--- src/rtl/wbarb2_if.sv ---
// Pipelined Wishbone bus bundle (32-bit address/data, 4 byte selects).
// The master side drives the request fields and the slave side returns
// read data, ack and stall.
interface if_wb;
  logic        cyc;
  logic        stb;
  logic        we;
  logic [3:0]  sel;
  logic [31:0] adr;
  logic [31:0] wdata;
  logic [31:0] rdata;
  logic        ack;
  logic        stall;

  modport master (
    output cyc, stb, we, sel, adr, wdata,
    input  rdata, ack, stall
  );

  modport slave (
    input  cyc, stb, we, sel, adr, wdata,
    output rdata, ack, stall
  );
endinterface

--- src/rtl/wbarb2.sv ---
// Two-master to one-slave pipelined Wishbone arbiter.
// Round-robin grant held for a whole bus cycle. Ownership only moves once
// every accepted strobe of the current owner has been acknowledged, so late
// acks always return to the master that issued them.
module wbarb2 #(
  parameter int MAXOUT = 4
) (
  input  logic clk_i,
  input  logic rst_ni,
  if_wb.slave  bus0,
  if_wb.slave  bus1,
  if_wb.master mem
);

  localparam int CW = $clog2(MAXOUT + 1);

  typedef enum logic [1:0] {
    IDLE = 2'd0,
    GNT0 = 2'd1,
    GNT1 = 2'd2
  } state_t;

  state_t        state;
  state_t        state_nxt;
  logic          last;
  logic          last_nxt;
  logic [CW-1:0] cnt;
  logic [CW-1:0] cnt_nxt;
  logic          limit;
  logic          accept;

  assign limit  = (cnt == CW'(MAXOUT));
  assign accept = mem.stb & ~mem.stall;

  // Steer the granted master onto mem; everything else sees stall and zero data.
  always_comb begin
    mem.cyc     = 1'b0;
    mem.stb     = 1'b0;
    mem.we      = 1'b0;
    mem.sel     = 4'h0;
    mem.adr     = 32'h0;
    mem.wdata   = 32'h0;
    bus0.stall  = 1'b1;
    bus0.ack    = 1'b0;
    bus0.rdata  = 32'h0;
    bus1.stall  = 1'b1;
    bus1.ack    = 1'b0;
    bus1.rdata  = 32'h0;
    case (state)
      GNT0: begin
        mem.cyc    = 1'b1;
        mem.stb    = bus0.cyc & bus0.stb & ~limit;
        mem.we     = bus0.we;
        mem.sel    = bus0.sel;
        mem.adr    = bus0.adr;
        mem.wdata  = bus0.wdata;
        bus0.stall = mem.stall | limit;
        bus0.ack   = mem.ack;
        bus0.rdata = mem.rdata;
      end
      GNT1: begin
        mem.cyc    = 1'b1;
        mem.stb    = bus1.cyc & bus1.stb & ~limit;
        mem.we     = bus1.we;
        mem.sel    = bus1.sel;
        mem.adr    = bus1.adr;
        mem.wdata  = bus1.wdata;
        bus1.stall = mem.stall | limit;
        bus1.ack   = mem.ack;
        bus1.rdata = mem.rdata;
      end
      default: begin
      end
    endcase
  end

  // Track accepted-but-unacknowledged strobes; a stray ack at zero is ignored.
  always_comb begin
    cnt_nxt = cnt;
    if (accept && !mem.ack) begin
      cnt_nxt = cnt + CW'(1);
    end else if (!accept && mem.ack && (cnt != '0)) begin
      cnt_nxt = cnt - CW'(1);
    end
  end

  // Grant selection and release; hand-off goes straight to the other master.
  always_comb begin
    state_nxt = state;
    last_nxt  = last;
    case (state)
      IDLE: begin
        if (bus0.cyc && bus1.cyc) begin
          state_nxt = last ? GNT0 : GNT1;
        end else if (bus0.cyc) begin
          state_nxt = GNT0;
        end else if (bus1.cyc) begin
          state_nxt = GNT1;
        end
      end
      GNT0: begin
        if (!bus0.cyc && (cnt_nxt == '0)) begin
          state_nxt = bus1.cyc ? GNT1 : IDLE;
          last_nxt  = 1'b0;
        end
      end
      GNT1: begin
        if (!bus1.cyc && (cnt_nxt == '0)) begin
          state_nxt = bus0.cyc ? GNT0 : IDLE;
          last_nxt  = 1'b1;
        end
      end
      default: begin
        state_nxt = IDLE;
      end
    endcase
  end

  // State, outstanding count and last-owner registers with synchronous reset.
  always_ff @(posedge clk_i) begin
    if (!rst_ni) begin
      state <= IDLE;
      cnt   <= '0;
      last  <= 1'b1;
    end else begin
      state <= state_nxt;
      cnt   <= cnt_nxt;
      last  <= last_nxt;
    end
  end

endmodule

--- src/flat_wrapper.sv ---
// flat-port wrapper written by rule: the top's interface ports become plain ports
module wbarb2_flat 
#(
  parameter int MAXOUT = 4
)
  (clk_i, rst_ni, bus0_cyc, bus0_stb, bus0_we, bus0_sel, bus0_adr, bus0_wdata, bus0_rdata, bus0_ack, bus0_stall, bus1_cyc, bus1_stb, bus1_we, bus1_sel, bus1_adr, bus1_wdata, bus1_rdata, bus1_ack, bus1_stall, mem_cyc, mem_stb, mem_we, mem_sel, mem_adr, mem_wdata, mem_rdata, mem_ack, mem_stall);
  if_wb bus0_i ();
  if_wb bus1_i ();
  if_wb mem_i ();
  input  logic clk_i;
  input  logic rst_ni;
  input wire logic [$bits(bus0_i.cyc)-1:0] bus0_cyc;
  input wire logic [$bits(bus0_i.stb)-1:0] bus0_stb;
  input wire logic [$bits(bus0_i.we)-1:0] bus0_we;
  input wire logic [$bits(bus0_i.sel)-1:0] bus0_sel;
  input wire logic [$bits(bus0_i.adr)-1:0] bus0_adr;
  input wire logic [$bits(bus0_i.wdata)-1:0] bus0_wdata;
  output wire logic [$bits(bus0_i.rdata)-1:0] bus0_rdata;
  output wire logic [$bits(bus0_i.ack)-1:0] bus0_ack;
  output wire logic [$bits(bus0_i.stall)-1:0] bus0_stall;
  input wire logic [$bits(bus1_i.cyc)-1:0] bus1_cyc;
  input wire logic [$bits(bus1_i.stb)-1:0] bus1_stb;
  input wire logic [$bits(bus1_i.we)-1:0] bus1_we;
  input wire logic [$bits(bus1_i.sel)-1:0] bus1_sel;
  input wire logic [$bits(bus1_i.adr)-1:0] bus1_adr;
  input wire logic [$bits(bus1_i.wdata)-1:0] bus1_wdata;
  output wire logic [$bits(bus1_i.rdata)-1:0] bus1_rdata;
  output wire logic [$bits(bus1_i.ack)-1:0] bus1_ack;
  output wire logic [$bits(bus1_i.stall)-1:0] bus1_stall;
  output wire logic [$bits(mem_i.cyc)-1:0] mem_cyc;
  output wire logic [$bits(mem_i.stb)-1:0] mem_stb;
  output wire logic [$bits(mem_i.we)-1:0] mem_we;
  output wire logic [$bits(mem_i.sel)-1:0] mem_sel;
  output wire logic [$bits(mem_i.adr)-1:0] mem_adr;
  output wire logic [$bits(mem_i.wdata)-1:0] mem_wdata;
  input wire logic [$bits(mem_i.rdata)-1:0] mem_rdata;
  input wire logic [$bits(mem_i.ack)-1:0] mem_ack;
  input wire logic [$bits(mem_i.stall)-1:0] mem_stall;
  assign bus0_i.cyc = bus0_cyc;
  assign bus0_i.stb = bus0_stb;
  assign bus0_i.we = bus0_we;
  assign bus0_i.sel = bus0_sel;
  assign bus0_i.adr = bus0_adr;
  assign bus0_i.wdata = bus0_wdata;
  assign bus0_rdata = bus0_i.rdata;
  assign bus0_ack = bus0_i.ack;
  assign bus0_stall = bus0_i.stall;
  assign bus1_i.cyc = bus1_cyc;
  assign bus1_i.stb = bus1_stb;
  assign bus1_i.we = bus1_we;
  assign bus1_i.sel = bus1_sel;
  assign bus1_i.adr = bus1_adr;
  assign bus1_i.wdata = bus1_wdata;
  assign bus1_rdata = bus1_i.rdata;
  assign bus1_ack = bus1_i.ack;
  assign bus1_stall = bus1_i.stall;
  assign mem_cyc = mem_i.cyc;
  assign mem_stb = mem_i.stb;
  assign mem_we = mem_i.we;
  assign mem_sel = mem_i.sel;
  assign mem_adr = mem_i.adr;
  assign mem_wdata = mem_i.wdata;
  assign mem_i.rdata = mem_rdata;
  assign mem_i.ack = mem_ack;
  assign mem_i.stall = mem_stall;
  wbarb2 #(.MAXOUT(MAXOUT)) u_core (.clk_i(clk_i), .rst_ni(rst_ni), .bus0(bus0_i), .bus1(bus1_i), .mem(mem_i));
endmodule
--- config.mk ---
export PLATFORM = sky130hd
export DESIGN_NAME = wbarb2_flat
export DESIGN_NICKNAME = d
export VERILOG_FILES = /design/src/rtl/wbarb2_if.sv /design/src/rtl/wbarb2.sv /design/src/flat_wrapper.sv
export SDC_FILE = /design/constraint.sdc
export NUM_CORES = 1
export LEC_CHECK = 0
export ABC_CLOCK_PERIOD_IN_PS = 6200
export CAP_MARGIN = 10
export CORE_AREA = 2 2 124 126
export DETAILED_ROUTE_END_ITERATION = 8
export DIE_AREA = 0 0 126 128
export MAX_ROUTING_LAYER = met4
export PLACE_DENSITY = 0.57
export SLEW_MARGIN = 20
export SYNTH_ARGS = -nofsm -noshare
export SYNTH_HDL_FRONTEND = slang
export SYNTH_SLANG_ARGS = --single-unit
export TNS_END_PERCENT = 1
--- constraint.sdc ---
create_clock -name clk_i -period 6.2 [get_ports clk_i]
set_input_delay 1.55 -clock clk_i [delete_from_list [all_inputs] [get_ports clk_i]]
set_output_delay 1.55 -clock clk_i [all_outputs]
set_load 0.01 [all_outputs]
======== Word-level counts from Yosys, hierarchy flattened ========
Cells that the tools add are included.
cells by class
  add/sub/neg operators ................... 2
  multipliers ............................. 0
  div/mod/pow operators ................... 0
  $lt $le $gt $ge ......................... 0
  equality and inequality tests ........... 6
  shift operators ......................... 0
  muxes and demuxes ....................... 26
  bitwise gates (word level) .............. 8
  reduce and logical (&&, ||, !) cells .... 17
operator list
  cell                   number
  $pmux W32 S2           2
  $mux W32               2
  $mux W2                7
  $mux W1                8
  $pmux W4 S2            1
  $logic_and A1 B1 Y1    6
  $mux W3                2
  $pmux W1 S2            3
  $pmux W2 S3            1
  $reduce_and A3 Y1      2
  $and A1 B1 Y1          5
  $logic_not A1 Y1       4
  $ne A2 B1 Y1 const B   2
  $ne A4 B3 Y1 const B   1
  $add A3 B1 Y3 const B  1
  $eq A3 B3 Y1 const B   1
  $logic_not A3 Y1       1
  $reduce_bool A3 Y1     1
  $sub A3 B1 Y3 const B  1
  $eq A2 B1 Y1 const B   1
  $eq A2 B2 Y1 const B   1
  $logic_not A2 Y1       1
  $not A1 Y1             2
  $reduce_bool A2 Y1     1
  2 further kinds        2
word-level totals
  bits in registers ....................... 6
  latch bits .............................. 0
  bits in writable memories ............... 0
  bits in read-only memories .............. 0
  input bits .............................. 178
  output and inout port bits .............. 139
  logic and storage cells ................. 62
  memories ................................ 0

======== Longest topological paths before layout ========
Gate-level depths: netlist of the first run.
  depth in word-level cells ............... 14
  gate-level depth with buffers ........... 11
  depth with buffers taken out ............ 9

======== Least setup slack after synthesis of the first run ========
Ideal clock, no wire load.
  path type ............................... input port to output port
  start ................................... input port bus1_cyc
  end ..................................... output port mem_stb
  arrival ................................. 2.045 ns
  data required time ...................... 4.650 ns
  setup slack ............................. 2.605 ns
  stages .................................. 3
  buffers on the path ..................... 0
  path through ............................ nand3_1 -> a21o_1 -> a21oi_1
between the ends
  word-level cells in the longest chain between the ends .. 3
RTL lines
  what                        RTL line            text
  start: declaration          flat_wrapper.sv:21  input wire logic [$bits(bus1_i.cyc)-1:0] bus1_cyc;
  $and A1 B1 Y1 (2 in a row)  wbarb2.sv:63        mem.stb = bus1.cyc & bus1.stb & ~limit;
  $pmux W1 S2                 wbarb2.sv:49        case (state)
  end: declaration            flat_wrapper.sv:31  output wire logic [$bits(mem_i.stb)-1:0] mem_stb;
No other way between the ends.

======== Worst setup path in the final report of the first run ========
Ends and elaborated chain as after synthesis.

==> out/summary.txt, run 1 <==
Outcome: finished, final reports clean
LEAKAGE: 1.87 nW
Post-CTS Setup Inserts: 0
Final setup vio count: 0
Ant diodes: 0
Mean area per synthesized cell: 6.32 um2
DR pass1 iterations: 4
Fill count: 1,531
Type of origin of the critical path: input port
Tot Pwr: 1.69 mW
Multi-input logic area: 0.00173 mm2
Clock buffer depth: 2
Setup crit end kind: output pin
CP Cell Sequence: clkdlybuf4s50_1 -> nand3_1 -> a21o_1 -> a21oi_1 -> clkdlybuf4s50_1
Async SR Flop Fraction: 0%
Synth Flop Type: dfxtp_1
Port Buffers: 316
Max-cap violations: 0
Mapped Nets: 502
Crit path DAT: 3.25 ns
Synth Cell Area: 0.00200 mm2
Pwr Density: 314 mW/mm2
Seq pwr share: 4.2%
Min Hold Slack: 0.536 ns
Antenna violations before repair: 0
Hold Crit Class: register to register
# IOs: 317
Number of global-route vias before repair: 3,613
Initial Utilization: 13.4%
Reg2reg setup slack: 2.95 ns
# DRC: 0
Register area: 120 um2
First-pass GRT wire length: 17,800 um
CP max-delay cell: clkdlybuf4s50_1
Worst VDD drop: 0.138 mV
Clk Latency, worst-skew pair: 0.23 ns
Largest net degree at the start of global routing: 110
Hold Violations, Final: 0
HPWL Detailed: 9360 um
Area grow syn2layout: 170%
EDFF count, synth: 0
Total stage count of the critical path: 5
Global route total overflow: 0
Switch share: 47.4%
Fin crit period: 4.80 ns
Initial DRC count: 138
Setup TNS: 0 ns
GR Util All Layers: 13.7%
CTS clock-pin slew for the worst setup and hold paths: 0.03 ns
Period utilization: 77.4%
Post-Syn Instances: 316
Die Width: 126 um
Comb pwr share: 89.7%
Clock Tree Root: clkbuf_16
Die Ht: 128 um
#FFs+latches synth: 6
Post-CTS sizing: 0
Buf/Inv on CP: 2
Nets: 793
Slew Limit Fails: 0
CP Data Required Time: 4.65 ns
Cell variety after synth: 36
CTS tree: done
Worst R2R End: u_core.state[0]
Slew headroom: 36.1%
Cell Int Power: 0.890 mW
CP delay by family, top: buffers and inverters
Critical Path Fanout Max: 5
Cell row count: 45
WS Path Type: input port to output pin
Routability cong.: 0.821
Hold buffer count at cts: 0
Core box area: 0.0149 mm2
Num CTS Buffers: 3
Placement-stage cell area: 0.00529 mm2
Max incr delay on CP: 0.58 ns
Worst r2r src: u_core.state[0]
H-tree levels: 1
Worst path most repeated cell: clkdlybuf4s50_1
P_sw: 0.803 mW
FMAX: 208 MHz
Clock sinks: 6
ANT nets after route: 0
Total number of vias: 3,477
Layout cell share with drive strength beyond 1: 2.64%
Tightest Pin Transition: 0.959 ns
Via density: 4.38
Routed length per instance: 15.1 um
Clk pwr share: 6.1%
Worst R2R Path Depth: 9
RSZ-0062 raised after global routing: no
CP startpoint: bus1_cyc
Clock Skew: 0.00305 ns
CP Capture Point: mem_stb
Total routed wirelength: 12,000 um
Seq/Total Area, Yosys: 6.02%
Post-route cell area: 0.00539 mm2
Die Area: 0.0161 mm2
Ys Warns: 0
-- Yosys cell counts, types with 4 or more instances --
master,number,share of area (%)
a21oi_1,5,1.3
a22oi_1,71,27
and2_1,68,21
buf_1,5,0.94
clkbuf_1,26,4.9
dfxtp_1,6,6.0
ha_1,8,5.0
inv_1,6,1.1
mux2i_1,5,2.5
nand2_1,5,0.94
nor2_1,75,14
nor2b_1,7,2.2
o21ai_0,4,1.0
-- worst register-to-register path: stages, from the launching register on --
cell	delay [ns]
dfxtp_1	0.35
inv_1	0.13
ha_2	0.80
nand3_1	0.31
a21o_1	0.25
nor2b_1	0.40
mux2i_1	0.31
and2_4	0.20
o221ai_2	0.11
a32o_1	0.28
-- power by group through the flow --
stage,Combinational [mW],Sequential (mW),Clock [mW]
final,1.52,0.0712,0.104
after global routing,1.65,0.0731,0.106
after CTS,1.53,0.0712,0.104
after detailed placement,1.52,0.0720,0
after global placement,1.50,0.0707,0
after floorplan,0.802,0.0660,0
-- routing by layer --
layer	part of all wire, %	global-route usage (%)	vias to the layer above	wire, um
met5	0	-	-	0
met4	0.91	1.68	0	109
met3	8.3	2.63	10	994
met2	50	24.9	230	6000
met1	41	16.1	1554	4890
li1	-	-	1683	-
-- sequential cells by signal, indices dropped and copies added (netlist names) --
register and flops:
u_core.cnt 3, u_core.state 2, u_core.last 1
-- metrics by stage --
stage | setup WS (ns) | util, % | instances
finish | 1.40 | 36.3 | 793
global route | 1.32 | 36.3 | 793
CTS | 1.40 | 36.1 | 792
floorplan | 2.61 | - | 316
global placement | 1.46 | 35.6 | 789
detailed placement | 1.41 | 35.6 | 789
-- worst min-delay path by stage --
stage          cells past startpoint  slack, ns             from         endpoint
3_5_place_dp                       2       0.55  u_core.state[1]  u_core.state[1]
2_1_floorplan                      2       0.49  u_core.state[1]  u_core.state[1]
3_3_place_gp                       2       0.51  u_core.state[1]  u_core.state[1]
6_report                           2       0.54  u_core.state[1]  u_core.state[1]
4_1_cts                            2       0.55  u_core.state[1]  u_core.state[1]
5_1_grt                            2       0.58  u_core.state[1]  u_core.state[1]
-- layout make-up --
type                    instances  area share (%)
repair buffers                319            59.4
multi-input cells             270            32.1
well taps                     188            4.36
flip-flops and latches          6            2.23
clock buffers                   3            1.39
inverters                       7           0.487
-- logic make-up (layout without fill, tap and decap cells) --
logic type                 count (synthesis)  in the layout  share of synthesized area (%)
AOI/OAI and AO/OA                         90             90                           33.7
xor gates and xnor gates                   1              1                          0.439
adders and majority gates                  8              8                           5.02
buffers and inverters                     40            329                           8.09
DFF                                        6              6                           6.02
muxes                                      7              7                           4.20
and+or+nand+nor                          164            164                           42.5
-- placed cells by master, fill, tap and decap left out, types with 2 or more instances in the layout --
cell / n
a22oi_1: 71
nand2b_1: 3
a21oi_1: 5
ha_1: 5
nand2_1: 5
ha_2: 2
dfxtp_1: 6
o21ai_0: 4
and2_1: 68
mux2i_1: 5
clkbuf_16: 3
buf_4: 2
clkdlybuf4s50_1: 316
nor2b_1: 7
inv_1: 6
nor2_1: 75
No activity file was read; power rests on OpenSTA's default activity.
==> inputs of run 2 (changes only) <==
--- a/config.mk
+++ b/config.mk
@@ -5,13 +5,13 @@
 export SDC_FILE = /design/constraint.sdc
 export NUM_CORES = 1
 export LEC_CHECK = 0
-export ABC_CLOCK_PERIOD_IN_PS = 6200
+export ABC_CLOCK_PERIOD_IN_PS = 4590
 export CAP_MARGIN = 10
-export CORE_AREA = 2 2 124 126
+export CORE_AREA = 2 2 121 123
 export DETAILED_ROUTE_END_ITERATION = 8
-export DIE_AREA = 0 0 126 128
+export DIE_AREA = 0 0 123 125
 export MAX_ROUTING_LAYER = met4
-export PLACE_DENSITY = 0.57
+export PLACE_DENSITY = 0.59
 export SLEW_MARGIN = 20
 export SYNTH_ARGS = -nofsm -noshare
 export SYNTH_HDL_FRONTEND = slang
==> constraint.sdc (replaced) <==
create_clock -name clk_i -period 4.59 [get_ports clk_i]
set_input_delay 1.1475 -clock clk_i [delete_from_list [all_inputs] [get_ports clk_i]]
set_output_delay 1.1475 -clock clk_i [all_outputs]
set_load 0.01 [all_outputs]
==> run 2 against run 1 <==
Global-route usage increased by 1.4 points; cell area increased by 0.37%; critical path depth unchanged; via count increased by 1.3%; flip-flop and latch count unchanged; register-to-register slack got worse by 1.2 ns; first-iteration DRC count decreased by 2.2%; count of clock-buffer cells in the layout unchanged; power increased by 38%; routed wire length increased by 4.5%; utilization increased by 1.8 points.
==> out/summary.txt, run 2 (synthesis gave the netlist of run 1 again) <==
Setup TNS: 0 ns
Core box area: 0.0142 mm2
Layout cell share with drive strength beyond 1: 2.96%
Tightest Pin Transition: 0.835 ns
Max FFs per register: 3
Most flops, register: u_core.cnt
Commonest non-fill, non-tap cell in the layout: clkdlybuf4s50_1
Clock buffer depth: 2
Hold Crit Class: register to register
Regs by FF count: u_core.cnt: 3 flops, u_core.state: 2 flops, u_core.last: 1 flops
# DRC: 0
Routability cong.: 0.844
Die Area: 0.0154 mm2
Period utilization: 86.0%
Fin crit period: 3.95 ns
Switch share: 47.3%
Worst path most repeated cell: clkdlybuf4s50_1
Worst VDD drop: 0.237 mV
DR pass1 iterations: 4
H-tree levels: 1
Total routed wirelength: 12,500 um
Pre-CTS WS: 0.634 ns
Min Hold Slack: 0.524 ns
Antenna violations before repair: 0
CP max-delay cell: clkdlybuf4s50_1
Cell row count: 44
Die Ht: 125 um
Clk pwr share: 6.1%
# IOs: 317
First-pass GRT wire length: 18,200 um
CTS tree: done
Die Width: 123 um
Nets: 796
Comb pwr share: 89.8%
Hold buffer count at cts: 0
CP Cell Sequence: clkdlybuf4s50_1 -> nand3_1 -> a21o_1 -> a21oi_1 -> clkdlybuf4s50_1
Slew Limit Fails: 0
Max-cap violations: 0
ANT nets after route: 0
Initial Utilization: 14.1%
Type of origin of the critical path: input port
Crit path DAT: 2.80 ns
Cell Int Power: 1.23 mW
CTS clock-pin slew for the worst setup and hold paths: 0.04 ns
Max incr delay on CP: 0.57 ns
Clock Skew: 0.00194 ns
Seq pwr share: 4.1%
GR Util All Layers: 15.1%
Clock sinks: 6
Fill count: 1,422
Routed length per instance: 15.8 um
Outcome: finished, final reports clean
Port Buffers: 316
Largest net degree at the start of global routing: 44
HPWL Detailed: 10,100 um
Buf/Inv on CP: 2
Placement-stage cell area: 0.00534 mm2
CP delay by family, top: buffers and inverters
Critical Path Fanout Max: 5
Commonest cells after routing, fill and taps aside: clkdlybuf4s50_1, nor2_1, a22oi_1
Slew headroom: 44.3%
CP Data Required Time: 3.44 ns
Number of global-route vias before repair: 3,618
Clk Latency, worst-skew pair: 0.23 ns
Setup crit end kind: output pin
FMAX: 253 MHz
Global route total overflow: 0
Total number of vias: 3,523
Initial DRC count: 135
Post-CTS Setup Inserts: 0
Hold Violations, Final: 0
WS Path Type: input port to output pin
Pwr Density: 431 mW/mm2
Post-CTS sizing: 0
Clock Tree Root: clkbuf_16
Placed Instances: 789
Non-filler instance count after layout: 792
Num CTS Buffers: 3
RSZ-0062 raised after global routing: no
Final setup vio count: 0
Area grow syn2layout: 171%
Worst Slack Setup Final: 0.643 ns
Ant diodes: 0
P_sw: 1.10 mW
LEAKAGE: 1.89 nW
Via density: 4.45
Post-route cell area: 0.00541 mm2
-- run 2: worst register-to-register path, cell delays in order, from the launching register on --
cell	delay (ns)
dfxtp_1	0.44
inv_1	0.12
ha_1	0.36
inv_2	0.25
a21o_1	0.26
nor2b_1	0.37
mux2i_1	0.30
and2_4	0.20
o221ai_2	0.12
a32o_1	0.30
-- run 2: metal layers --
layer  part of all wire (%)  up-vias  GRT usage, %
met5                      0        -             -
met4                    1.0        0          1.67
met3                    9.7       10          3.28
met2                     48      219          26.7
met1                     41     1605          17.9
li1                       -     1689             -
-- run 2: path summary, 6_finish.rpt --
check | endpoint | startpoint | slack, ns | depth (start not counted)
max | mem_stb | bus1_cyc | 0.64 | 5
min | u_core.state[1] | u_core.state[1] | 0.52 | 2
max reg2reg | u_core.state[0] | u_core.state[0] | 1.75 | 9
min reg2reg | u_core.state[1] | u_core.state[1] | 0.52 | 2
-- run 2: final cells by class --
cell class	count	area (um2)	area share [%]
repair buffers	322	3230	59.7
multi-input cells	270	1730	31.9
well taps	184	230	4.25
flip-flops and latches	6	120	2.22
clock buffers	3	75.1	1.39
inverters	7	26.3	0.485
-- run 2: per-stage QoR --
stage | util (%) | total power [mW]
6_report | 38.1 | 2.33
5_1_grt | 38.1 | 2.53
4_1_cts | 38.1 | 2.37
3_5_place_dp | 37.6 | 2.21
3_3_place_gp | 37.6 | 2.19
2_1_floorplan | - | 1.17
-- run 2: power by group through the flow --
stage                     registers, mW  logic, mW  clock network [mW]
after floorplan                  0.0892       1.08                   0
after global placement           0.0956       2.10                   0
after detailed placement         0.0977       2.11                   0
after CTS                        0.0969       2.13               0.146
after global routing              0.101       2.28               0.148
final                            0.0966       2.10               0.142
